===== src/rtl/fetch_stage_pkg.sv =====
// Shared types and constants for the instruction-fetch stage.
package fetch_stage_pkg;

  localparam logic [31:0] RESET_PC  = 32'h0000_0000;
  localparam logic [31:0] NOP_INSTR = 32'h0000_0013;

  typedef struct packed {
    logic [31:0] pc;
    logic [31:0] instr;
  } fetch_entry_t;

  typedef struct packed {
    logic [31:0] pc;
    logic        epoch;
  } fetch_tag_t;

  // Bit 0 is always cleared; bit 1 survives so the caller can flag misalignment.
  function automatic logic [31:0] redirect_target(input logic [31:0] base,
                                                  input logic [31:0] offset);
    return (base + offset) & 32'hFFFF_FFFE;
  endfunction

endpackage


===== src/rtl/fetch_stage_sync_fifo.sv =====
// Synchronous FIFO with push/pop/clear; a push onto a full FIFO lands only when a pop frees a slot.
module sync_fifo #(
  parameter int WIDTH = 32,
  parameter int DEPTH = 2,
  localparam int AW = $clog2(DEPTH),
  localparam int CW = AW + 1
) (
  input  logic             clk,
  input  logic             reset,
  input  logic             clear_i,
  input  logic             push_i,
  input  logic [WIDTH-1:0] data_i,
  input  logic             pop_i,
  output logic [WIDTH-1:0] data_o,
  output logic             empty_o,
  output logic             full_o,
  output logic [CW-1:0]    count_o
);

  logic [WIDTH-1:0] mem_q [DEPTH];
  logic [AW-1:0]    rd_ptr_q, wr_ptr_q;
  logic [CW-1:0]    count_q;
  logic             do_push, do_pop;

  always_comb begin
    empty_o = (count_q == '0);
    full_o  = (count_q == CW'(DEPTH));
    do_pop  = pop_i && !empty_o;
    do_push = push_i && (!full_o || do_pop);
    data_o  = mem_q[rd_ptr_q];
    count_o = count_q;
  end

  always_ff @(posedge clk) begin
    if (reset || clear_i) begin
      rd_ptr_q <= '0;
      wr_ptr_q <= '0;
      count_q  <= '0;
    end else begin
      if (do_push) wr_ptr_q <= wr_ptr_q + AW'(1);
      if (do_pop)  rd_ptr_q <= rd_ptr_q + AW'(1);
      if (do_push && !do_pop)      count_q <= count_q + CW'(1);
      else if (do_pop && !do_push) count_q <= count_q - CW'(1);
    end
  end

  always_ff @(posedge clk) begin
    if (do_push && !clear_i && !reset) mem_q[wr_ptr_q] <= data_i;
  end

endmodule


===== src/rtl/fetch_stage.sv =====
// Instruction fetch: PC, credit-limited in-order memory requests, wrong-path squashing,
// and a small instruction FIFO feeding decode.
module fetch_stage
  import fetch_stage_pkg::*;
#(
  parameter logic [31:0] RESET_PC   = fetch_stage_pkg::RESET_PC,
  parameter int          FIFO_DEPTH = 2,
  parameter logic [31:0] NOP_INSTR  = fetch_stage_pkg::NOP_INSTR
) (
  input  logic        clk,
  input  logic        reset,
  output logic        imem_req_valid,
  input  logic        imem_req_ready,
  output logic [31:0] imem_req_addr,
  input  logic        imem_rsp_valid,
  input  logic [31:0] imem_rsp_data,
  input  logic        redirect_valid,
  input  logic [31:0] redirect_base,
  input  logic [31:0] redirect_offset,
  output logic        if_valid,
  input  logic        if_ready,
  output logic [31:0] if_instruction,
  output logic [31:0] if_pc,
  output logic        fetch_misaligned
);

  localparam int CW = $clog2(FIFO_DEPTH) + 1;

  logic [31:0]   pc_q, pc_d;
  logic          epoch_q, epoch_d;
  logic [CW-1:0] drop_q, drop_d;

  fetch_tag_t    tag_in, tag_head;
  logic          tag_push, tag_pop, tag_empty, tag_full;
  logic [CW-1:0] tag_count;

  fetch_entry_t  out_in, out_head;
  logic          out_push, out_pop, out_clear, out_empty, out_full;
  logic [CW-1:0] out_count;

  logic [31:0]   target;

  sync_fifo #(.WIDTH($bits(fetch_tag_t)), .DEPTH(FIFO_DEPTH)) u_tag_q (
    .clk(clk), .reset(reset), .clear_i(1'b0),
    .push_i(tag_push), .data_i(tag_in), .pop_i(tag_pop), .data_o(tag_head),
    .empty_o(tag_empty), .full_o(tag_full), .count_o(tag_count)
  );

  sync_fifo #(.WIDTH($bits(fetch_entry_t)), .DEPTH(FIFO_DEPTH)) u_out_q (
    .clk(clk), .reset(reset), .clear_i(out_clear),
    .push_i(out_push), .data_i(out_in), .pop_i(out_pop), .data_o(out_head),
    .empty_o(out_empty), .full_o(out_full), .count_o(out_count)
  );

  // drop_q counts tags issued before the latest redirect; with a 1-bit epoch two
  // redirects in a row would otherwise let old-path words alias as current ones.
  always_comb begin
    target           = redirect_target(redirect_base, redirect_offset);
    fetch_misaligned = !reset && redirect_valid && target[1];

    if_valid       = !reset && !out_empty;
    if_instruction = if_valid ? out_head.instr : NOP_INSTR;
    if_pc          = if_valid ? out_head.pc : 32'h0;
    out_pop        = if_valid && if_ready;
    out_clear      = redirect_valid;

    imem_req_addr  = reset ? RESET_PC : pc_q;
    imem_req_valid = !reset && !redirect_valid &&
                     ((int'(tag_count) + int'(out_count) - int'(out_pop)) < FIFO_DEPTH);
    tag_push       = imem_req_valid && imem_req_ready;
    tag_in         = '{pc: pc_q, epoch: epoch_q};

    tag_pop  = !reset && imem_rsp_valid && !tag_empty;
    out_push = tag_pop && !redirect_valid && (drop_q == '0) && (tag_head.epoch == epoch_q);
    out_in   = '{pc: tag_head.pc, instr: imem_rsp_data};

    pc_d    = pc_q;
    epoch_d = epoch_q;
    drop_d  = drop_q;
    if (redirect_valid) begin
      pc_d    = {target[31:2], 2'b00};
      epoch_d = !epoch_q;
      drop_d  = tag_count - CW'(tag_pop);
    end else begin
      if (tag_push) pc_d = pc_q + 32'd4;
      if (tag_pop && (drop_q != '0)) drop_d = drop_q - CW'(1);
    end
  end

  always_ff @(posedge clk) begin
    if (reset) begin
      pc_q    <= RESET_PC;
      epoch_q <= 1'b0;
      drop_q  <= '0;
    end else begin
      pc_q    <= pc_d;
      epoch_q <= epoch_d;
      drop_q  <= drop_d;
    end
  end

  a_no_out_overflow: assert property (@(posedge clk) disable iff (reset)
    !(out_push && out_full && !out_pop));
  a_no_tag_overflow: assert property (@(posedge clk) disable iff (reset)
    !(tag_push && tag_full && !tag_pop));

endmodule


===== config.mk =====
export PLATFORM = sky130hd
export DESIGN_NAME = fetch_stage
export DESIGN_NICKNAME = d
export VERILOG_FILES = /design/src/rtl/fetch_stage_pkg.sv /design/src/rtl/fetch_stage_sync_fifo.sv /design/src/rtl/fetch_stage.sv
export SDC_FILE = /design/constraint.sdc
export NUM_CORES = 1
export LEC_CHECK = 0
export CORE_AREA = 2 2 146 148
export CTS_BUF_LIST = sky130_fd_sc_hd__clkbuf_4 sky130_fd_sc_hd__clkbuf_8
export CTS_CLUSTER_SIZE = 30
export DETAILED_ROUTE_END_ITERATION = 8
export DIE_AREA = 0 0 148 150
export HOLD_SLACK_MARGIN = 0.02
export PLACE_DENSITY = 0.89
export SLEW_MARGIN = 20
export SYNTH_ARGS = -nofsm -noshare
export SYNTH_HDL_FRONTEND = slang
export SYNTH_SLANG_ARGS = --single-unit

===== constraint.sdc =====
create_clock -name clk -period 5.3 [get_ports clk]
set_input_delay 0.53 -clock clk [delete_from_list [all_inputs] [get_ports clk]]
set_output_delay 0.53 -clock clk [all_outputs]
set_load 0.01 [all_outputs]

# == Yosys cells after proc, flatten, opt, wreduce, memory -nomap -nowiden ==
# Memories as Yosys holds them, arrays and structs flattened. A register that Yosys moved wholly into a read port is not among the register bits.
# Cells that the tools add are included.
# word_totals
regBits,43
n_memories,2
out_inout_bits,99
mem_bits_rw,194
# op_classes
mux,19
reduce_logical,47
magnitude_cmp,1
eq_ne,3
addsub,14
# mem_list
memory,depth,word_bits,read_ports,rd_clocked_by_memory_dff,write_ports,line_no,source
u_out_q.mem_q,2,64,1,1,1,fetch_stage_sync_fifo.sv:20,logic [WIDTH-1:0] mem_q [DEPTH];
u_tag_q.mem_q,2,33,1,1,1,fetch_stage_sync_fifo.sv:20,
# op_table
cell,count
2-to-1 mux 32 bit,5
"adder 32 x 3 -> 32 bit, second input constant",1
adder 32 bit,1
logical AND 1 bit,24
2-to-1 mux 2 bit,6
zero test 1 bit,11
nonzero test 2 bit,5
2-to-1 mux 1 bit,8
zero test 2 bit,3
"subtractor 2 x 1 -> 2 bit, second input constant",3
"adder 1 bit, second input constant",4
"adder 2 x 1 -> 2 bit, second input constant",2
"== test 2 bit, second input constant",2
"less-than comparator 4 x 3 -> 1 bit, second input constant",1
subtractor 3 x 1 -> 4 bit,1
adder 2 x 2 -> 3 bit,1
logical OR 1 bit,3
OR reduction 2 bit,1
subtractor 2 x 1 -> 2 bit,1
== test 1 bit,1

# == Longest topological paths before layout ==
# Gate-level depths: netlist of run 1.
# logic_depth
depth_word,13
mapped_depth,18

# == Cells and area by module ==
# Synthesis of run 1 repeated with hierarchy kept, for this count alone.
# unflattened
hier_cells,925
hier_area_um2,11661.2
# modules_own_cells
mod,seq_area_each_um2,instances,area_each_um2,cells_each
sync_fifo at u_out_q,3943.8,1,4870.9,225
fetch_stage,660.6,1,4160.2,571
sync_fifo at u_tag_q,2082.0,1,2630.0,129

# == Least setup slack after synthesis of run 1 ==
# OpenSTA, ideal clock, no wires.
# synth_timing
kind,register -> register
startpoint,reg u_out_q.count_q[0] (netlist: u_out_q.count_o[0])
endpoint,mem u_tag_q.mem_q[0][0] (netlist bit) (enable)
stages_incl_launch_ff,15
arrival_time_ns,4.318
slack_ns,0.563
path_buffers,1
t_required_ns,4.881
period_less_slack_ns,4.737
cell_sequence,dfxtp_1 > clkbuf_1 > o21bai_1 > inv_2 > nand2_1 > inv_1 > ha_1 > nand2b_1 > fa_1 > inv_1 > o22ai_1 > a21oi_1 > nor3_1 > o31ai_1 > nor2_1
# synth_between
elab_chain_len,12
word_cells_on_any_way,13
cone_classes,add/sub (2); order compare (1); mux (2); reduce/logical (8)
# synth_lines
item,line_no,source
"start, declared",fetch_stage_sync_fifo.sv:22,logic [CW-1:0] count_q;
"start signal, assigned",fetch_stage_sync_fifo.sv:42,if (do_push && !do_pop) count_q <= count_q + CW'(1);
"start signal, assigned",fetch_stage_sync_fifo.sv:43,else if (do_pop && !do_push) count_q <= count_q - CW'(1);
zero test 2 bit,fetch_stage_sync_fifo.sv:26,empty_o = (count_q == '0);
zero test 1 bit,fetch_stage.sv:61,if_valid = !reset && !out_empty;
logical AND 1 bit,fetch_stage.sv:61,
via if_valid,fetch_stage.sv:20,"output logic if_valid,"
logical AND 1 bit,fetch_stage.sv:64,out_pop = if_valid && if_ready;
subtractor 3 x 1 -> 4 bit,fetch_stage.sv:69,((int'(tag_count) + int'(out_count) - int'(out_pop)) < FIFO_DEPTH);
less-than comparator 4 x 3 -> 1 bit,fetch_stage.sv:69,
logical AND 1 bit,fetch_stage.sv:68,imem_req_valid = !reset && !redirect_valid &&
logical AND 1 bit,fetch_stage.sv:70,tag_push = imem_req_valid && imem_req_ready;
logical AND 1 bit,fetch_stage_sync_fifo.sv:29,do_push = push_i && (!full_o || do_pop);
logical AND 1 bit,fetch_stage_sync_fifo.sv:48,if (do_push && !clear_i && !reset) mem_q[wr_ptr_q] <= data_i;
2-to-1 mux 1 bit,fetch_stage_sync_fifo.sv:48,
2-to-1 mux 1 bit (not written as such),fetch_stage_sync_fifo.sv:48,
"end, declared",fetch_stage_sync_fifo.sv:20,
# The timed path passes the listed nets, and every way through them passes these cells.

# == Worst setup path in the final report of run 1 ==
# layout_timing
startpoint,reg u_out_q.count_q[0] (netlist: u_out_q.count_o[0])
endpoint,mem u_tag_q.mem_q[1][14] (netlist bit) (enable)
# layout_between
elab_chain_len,12
word_cells_on_any_way,13
cone_classes,add/sub (2); order compare (1); mux (2); reduce/logical (8)
# layout_lines
item,line_no
zero test 2 bit,fetch_stage_sync_fifo.sv:26
zero test 1 bit,fetch_stage.sv:61
logical AND 1 bit,fetch_stage.sv:61
logical AND 1 bit,fetch_stage.sv:64
subtractor 3 x 1 -> 4 bit (*),fetch_stage.sv:69
less-than comparator 4 x 3 -> 1 bit (*),fetch_stage.sv:69
logical AND 1 bit (*),fetch_stage.sv:68
logical AND 1 bit (*),fetch_stage.sv:70
logical AND 1 bit (*),fetch_stage_sync_fifo.sv:29
logical AND 1 bit (*),fetch_stage_sync_fifo.sv:48
2-to-1 mux 1 bit (*),fetch_stage_sync_fifo.sv:48
2-to-1 mux 1 bit (not written as such) (*),fetch_stage_sync_fifo.sv:48
# Every way passes the cells marked *; elsewhere a longest branch is shown, timed or not.

==> run_results.csv, run 1 <==
group,metric,value,unit
critical_path,worst-path-max-fanout,19,
cells_and_area,final_common_cell,"clkdlybuf4s50_1",
worst_hold_path,min_path_type,"reg -> reg",
cells_and_area,final_layout_size_suffix_gt1_share,10.1,%
floorplanning,initial_core_util,54.3,%
global_route,grt_pass1_wl,38400,um
clock_network,holdBufCountCts,0,
cells_and_area,final_cell_mix,"195 x clkdlybuf4s50_1, 186 x edfxtp_1, 126 x nor2_1, 67 x mux2i_1, 42 x dfxtp_1",
timing,setup_viol,0,
global_route,antenna_found_initial,0,
critical_path,reg2reg_to,"u_tag_q.mem_q[1][14]$_DFFE_PP_",
critical_path,required,5.47,ns
floorplanning,dieArea,0.0222,mm^2
critical_path,endpoint_kind,"register",
timing,fin_crit,4.04,ns
yosys,synth.area.top_cells,"edfxtp_1 50%, dfxtp_1 7.7%, mux2i_1 6.0%",
timing,worstMarginPinSlew,1.10,ns
placement,portBuffers,196,
clock_network,cts_buffers,34,
detailed_routing,via_per_inst,5.56,
placement,routabilityCongestion,0.888,
critical_path,cp_common_cell,"inv_1",
cells_and_area,fin_cells,1437,
yosys,synth_top_flop_cell,"edfxtp_1",
timing,hold_violations,0,
detailed_routing,drt_pre_antenna_iters,5,
critical_path,cp.arrival,4.21,ns
placement,hpwl,17000,um
clock_network,clk_pin_slew_worst_paths,0.06,ns
floorplanning,row_count,53,
detailed_routing,drc,0,
detailed_routing,wl,24300,um
floorplanning,die_width,148,um
critical_path,cp_cell_sequence,"o21bai_4 -> inv_2 -> nand2_1 -> inv_1 -> ha_1 -> nand2b_1 -> fa_1 -> inv_1 -> o22ai_1 -> a21oi_1 -> nor3_1 -> o31ai_1 -> nor2_2 -> buf_4",
yosys,avgSynthCellArea,12.0,um^2
power,powerDensity,304,mW/mm^2
cells_and_area,nets,1279,
yosys,yosysSeqAreaShare,57.4,%
critical_path,worstSetupStartpointType,"register",
yosys,yosysWarnings,0,
yosys,yosysTopAreaCellShare,49.7,%
critical_path,timing.rr.start,"u_out_q.count_o[0]$_SDFFE_PP0P_",
clock_network,htreeDepth,2,
worst_hold_path,holdPathStages,0,
timing,fin_setup_tns,0,ns
clock_network,clockBufferDepth,3,
detailed_routing,vias,7994,
global_route,grt_start_max_net_pins,69,
clock_network,cts_setup_buffers,0,
global_route,grt-ovfl-total,0,
cells_and_area,area_growth,26.6,%
global_route,grt_pass1_vias,7873,
cells_and_area,final_area,0.0142,mm^2
cells_and_area,antenna_cells,0,
timing,fin_ws,1.26,ns
clock_network,ctsResizeCount,0,
yosys,ys_types,70,
power,power_leakage,4.94,nW
timing,max_slew_margin,26.5,%
timing,finalClockSkew,0.0266,ns
floorplanning,die_y,150,um
cells_and_area,n_fill_cell,1424,
timing,rsz0062_at_grt,"false",
detailed_routing,initialDrtViolationCount,722,
placement,placed_cell_area,0.0135,mm^2
clock_network,clk_latency,0.51,ns
timing,maxSlewViolCount,0,
timing,fmax,0.248,GHz
yosys,synth_area,0.0112,mm^2
yosys,postSynth.asyncResetShare,0,%
critical_path,rrSetupSlack,1.26,ns
clock_network,cts_sinks,229,
floorplanning,io_pins,201,
clock_network,root_buffer,"clkbuf_8",
clock_network,cts_tree,"yes",
critical_path,max_stage_delay,0.57,ns
detailed_routing,wl_per_cell,16.9,um
yosys,yosys_register_bits,229,
power,vdd_drop_max,0.184,mV
floorplanning,core-area,0.0207,mm^2
job,drv_cap,0,
yosys,synth-edff-count,186,
yosys,synth_cells,937,
critical_path,crit_path_top_delay_cell,"nor2_2",
critical_path,rr_worst_depth,14,
worst_hold_path,hold_end,"u_tag_q.mem_q[0][31]$_DFFE_PP_",
yosys,yosysTopAreaCell,"edfxtp_1",
timing,fin_crit_sh,76.2,%
placement,dp.cells,1376,
global_route,grt_usage,21.5,%
worst_hold_path,hp-start,"pc_q[30]$_SDFFE_PP0P_",
detailed_routing,final_antenna_net_count,0,
placement,dp_slack,1.00,ns
status,status,"finished, final reports clean",
critical_path,critical_path_class,"reg -> reg",
cells by family after synthesis:
group,Yosys count,synth area share (%)
mux,97,8.98
xor+xnor,63,4.91
other cells,1,0.0334
simple gates,278,11.9
flops,229,57.4
fa+ha+maj,40,4.59
compound gates,155,9.47
buf+inv,74,2.73
final cells by class:
| cell class | instances | area, um^2 | share of cell area (%) |
|---|---|---|---|
| clock buffers | 51 | 614 | 4.32 |
| clock inverters | 10 | 118 | 0.827 |
| inverters | 29 | 109 | 0.765 |
| multi-input cells | 637 | 4520 | 31.8 |
| flip-flops and latches | 229 | 6450 | 45.4 |
| well taps | 275 | 344 | 2.42 |
| repair buffers | 206 | 2070 | 14.6 |
metal layers:
layer / GRT usage, % / up-vias / part of all wire, %
li1: - / 3839 / -
met5: 0 / - / 0
met3: 3.87 / 74 / 7.5
met1: 27.0 / 3741 / 41
met4: 8.57 / 0 / 3.1
met2: 36.9 / 340 / 49
state kept, by name, summed over array words and instances, names as in the netlist, named ones only:
| register | cells |
|---|---|
| drop_q | 2 |
| epoch_q | 1 |
| u_out_q.mem_q | 124 |
| u_out_q.count_o | 2 |
| pc_q | 30 |
| u_tag_q.count_o | 2 |
| u_out_q.wr_ptr_q | 1 |
| u_tag_q.rd_ptr_q | 1 |
| u_out_q.rd_ptr_q | 1 |
| u_tag_q.mem_q | 62 |
| u_tag_q.wr_ptr_q | 1 |
worst max-delay path, delay by kind of cell (launching register included):
family	cells	cell delay, ns
compound gates	4	0.80
fa+ha+maj	2	0.78
buf+inv	4	0.57
flops	1	0.37
simple gates	4	1.19
how the worst max path moves through the flow:
stage                                          from                             end  depth (start not counted)
finish              u_out_q.count_o[0]$_SDFFE_PP0P_  u_tag_q.mem_q[1][14]$_DFFE_PP_                         14
global placement                           if_ready   u_tag_q.mem_q[1][9]$_DFFE_PP_                         13
global route        u_out_q.count_o[0]$_SDFFE_PP0P_  u_tag_q.mem_q[1][14]$_DFFE_PP_                         14
CTS                 u_out_q.count_o[0]$_SDFFE_PP0P_  u_tag_q.mem_q[1][14]$_DFFE_PP_                         14
floorplan           u_out_q.count_o[0]$_SDFFE_PP0P_   u_tag_q.mem_q[0][0]$_DFFE_PP_                         14
detailed placement                         if_ready   u_tag_q.mem_q[1][8]$_DFFE_PP_                         13
cell usage after synthesis, types with 5 or more instances:
library cell and instances:
mux2i_1 67, edfxtp_1 186, clkbuf_1 25, o21bai_1 6, nor2b_1 30, a211oi_1 22, a31oi_1 6, mux2_2 30
nand4_1 17, and2_1 6, nand2_1 35, ha_1 38, nor2_1 128, xnor2_1 34, xor2_1 29, nor3_1 9
nand3_1 15, inv_1 28, o211ai_1 5, a21o_1 22, or3_1 5, buf_1 10, o21ai_0 17, dfxtp_1 43
a21oi_1 41, nor4_1 9
through the flow:
stage | utilization, % | total power, mW | hold slack (ns)
2_1_floorplan | - | 2.57 | 0.426
6_report | 68.7 | 4.32 | 0.464
5_1_grt | 68.7 | 4.48 | 0.472
3_3_place_gp | 65.2 | 2.79 | 0.437
3_5_place_dp | 65.2 | 2.82 | 0.453
4_1_cts | 68.7 | 4.34 | 0.465
where the power goes:
part	switching (mW)	internal [mW]	total, mW	leakage (nW)
sequential	0.0663	2.04	2.11	2.04
clock	0.635	0.887	1.52	0.386
combinational	0.359	0.328	0.687	2.51
total	1.06	3.26	4.32	4.94
No activity file was read; power rests on OpenSTA's default activity.
==> run 2: changes to the inputs <==
Settings changed: CORE_AREA 2 2 146 148 to 2 2 155 157, DIE_AREA 0 0 148 150 to 0 0 157 159, PLACE_DENSITY 0.89 to 0.84.
Clock period 5.3 ns to 3.6 ns, I/O delays scaled along.
==> run 2 against run 1 <==
  * Power up 45%
  * Wire length about the same
  * Highest routed layer unchanged
  * Sequential share of layout area down 0.58 points
  * Critical endpoint is now imem_req_valid
  * Core utilization down 6.6 points
==> run_results.csv, run 2 (synthesis gave the netlist of run 1 again) <==
group,metric,value,unit
clock_network,clk_pin_slew_worst_paths,0.07,ns
cells_and_area,top_register,"u_out_q.mem_q",
global_route,grt_usage,19.2,%
floorplanning,initial_core_util,48.4,%
detailed_routing,via_per_inst,5.32,
timing,finalClockSkew,0.0172,ns
clock_network,root_buffer,"clkbuf_8",
clock_network,clk_latency,0.52,ns
cells_and_area,largest_reg_flops,124,
timing,worstMarginPinSlew,0.696,ns
status,status,"finished, final reports clean",
clock_network,cts_buffers,36,
timing,setup_viol,0,
placement,hpwl,17100,um
clock_network,cts_sinks,229,
clock_network,htreeDepth,2,
timing,fmax,0.290,GHz
job,drv_cap,0,
worst_hold_path,min_path_type,"in -> reg",
critical_path,worstSetupStartpointType,"register",
clock_network,holdBufCountCts,0,
detailed_routing,drt_pre_antenna_iters,6,
detailed_routing,final_antenna_net_count,0,
cells_and_area,nets,1291,
floorplanning,core-area,0.0232,mm^2
cells_and_area,fin_util,62.1,%
power,power_leakage,4.99,nW
placement,routabilityCongestion,0.838,
power,powerDensity,435,mW/mm^2
cells_and_area,area_growth,28.3,%
clock_network,cts_tree,"yes",
timing,max_slew_margin,53.6,%
clock_network,clockBufferDepth,3,
global_route,grt-ovfl-total,0,
global_route,grt_start_max_net_pins,69,
floorplanning,row_count,56,
critical_path,cp.arrival,3.09,ns
cells_and_area,antenna_cells,0,
critical_path,critical_path_class,"reg -> out",
global_route,grt_pass1_wl,38600,um
detailed_routing,drc,0,
timing,fin_crit,3.45,ns
power,vdd_drop_max,0.208,mV
timing,maxSlewViolCount,0,
detailed_routing,wl,24300,um
cells_and_area,final_cell_mix,"194 x clkdlybuf4s50_1, 186 x edfxtp_1, 124 x nor2_1, 67 x mux2i_1, 41 x dfxtp_1",
cells_and_area,final_layout_size_suffix_gt1_share,11.5,%
global_route,grt_pass1_vias,7829,
timing,hold_violations,0,
critical_path,required,3.24,ns
cells_and_area,ff_latch_area,0.00645,mm^2
floorplanning,dieArea,0.0250,mm^2
detailed_routing,vias,7929,
global_route,antenna_found_initial,0,
critical_path,endpoint_kind,"output pin",
placement,dp.cells,1430,
floorplanning,die_width,157,um
detailed_routing,initialDrtViolationCount,572,
cells_and_area,fin_cells,1490,
timing,fin_setup_tns,0,ns
cells_and_area,multiInputGateArea,0.00458,mm^2
critical_path,worst-path-max-fanout,5,
cells_and_area,final_common_cell,"clkdlybuf4s50_1",
cells_and_area,reg_top3,"u_out_q.mem_q: 124 flops, u_tag_q.mem_q: 62 flops, pc_q: 30 flops",
floorplanning,io_pins,201,
cells_and_area,n_fill_cell,1788,
placement,portBuffers,196,
detailed_routing,wl_per_cell,16.3,um
floorplanning,die_y,159,um
timing,fin_crit_sh,95.9,%
## run 2: cell count changes in the layout (fill, tap and decap cells not counted), sizes merged
cell           delta
buf              +10
bufinv            -2
clkbuf            -4
clkdlybuf4s50     -1
clkinv            +4
dlygate4sd2       +1
inv               +1
## run 2: where the power goes
group | internal [mW] | switching, mW | total, mW | leakage [nW]
logic | 0.511 | 0.536 | 1.05 | 2.58
clock network | 1.15 | 0.952 | 2.10 | 0.367
registers | 3.01 | 0.103 | 3.11 | 2.04
total | 4.67 | 1.59 | 6.26 | 4.99
## run 2: worst max-delay path, cell delays in order, from the launching register on
cell and delay (ns):
dfxtp_2 0.37, o21bai_4 0.15, inv_2 0.07, nand2_1 0.12
inv_1 0.08, ha_1 0.28, nand2b_1 0.16, fa_1 0.52
inv_1 0.08, o22ai_4 0.18, a21oi_4 0.12, nor2_2 0.16
dlygate4sd2_1 0.29
## run 2: stage by stage
stage / power (mW) / worst slack (ns) / instance area, um^2 / hold WS [ns]
after floorplan: 3.80 / -0.0103 / 11300 / 0.426
after global placement: 4.15 / 0.120 / 13700 / 0.464
after detailed placement: 4.18 / -0.0467 / 13700 / 0.465
after CTS: 6.29 / 0.0938 / 14400 / 0.387
after global routing: 6.56 / -0.0200 / 14400 / 0.389
final: 6.26 / 0.147 / 14400 / 0.425
## run 2: what timing repair did
item | in CTS | in global routing
buffers inserted | 0 | 0
gates resized for setup | 3 | 5
pin swaps | 0 | 0
endpoints found under the setup margin | 1 | 6
## run 2: path summary, 6_finish.rpt
check / endpoint / startpoint / cells past startpoint / slack (ns)
setup / recovery: imem_req_valid / u_out_q.count_o[0]$_SDFFE_PP0P_ / 12 / 0.15
hold / removal: u_out_q.mem_q[1][10]$_DFFE_PP_ / imem_rsp_data[10] / 1 / 0.43
setup reg to reg: u_tag_q.count_o[1]$_SDFFE_PP0P_ / u_out_q.count_o[0]$_SDFFE_PP0P_ / 16 / 0.25
hold reg to reg: u_tag_q.mem_q[0][31]$_DFFE_PP_ / pc_q[30]$_SDFFE_PP0P_ / 0 / 0.48
## run 2: layer usage
layer / vias up / wire, um / track usage, %
li1: 3868 / - / -
met1: 3734 / 10600 / 24.9
met2: 282 / 11800 / 32.2
met3: 45 / 1290 / 3.24
met4: 0 / 616 / 7.05
met5: - / 0 / 0
## run 2: final cells by class
type	instances	share of cell area [%]
clock buffer	47	4.14
clock inverter	13	0.608
inverter	29	0.755
multi-input combinational	637	31.8
sequential	229	44.8
tap	319	2.77
timing repair buffer	216	15.1
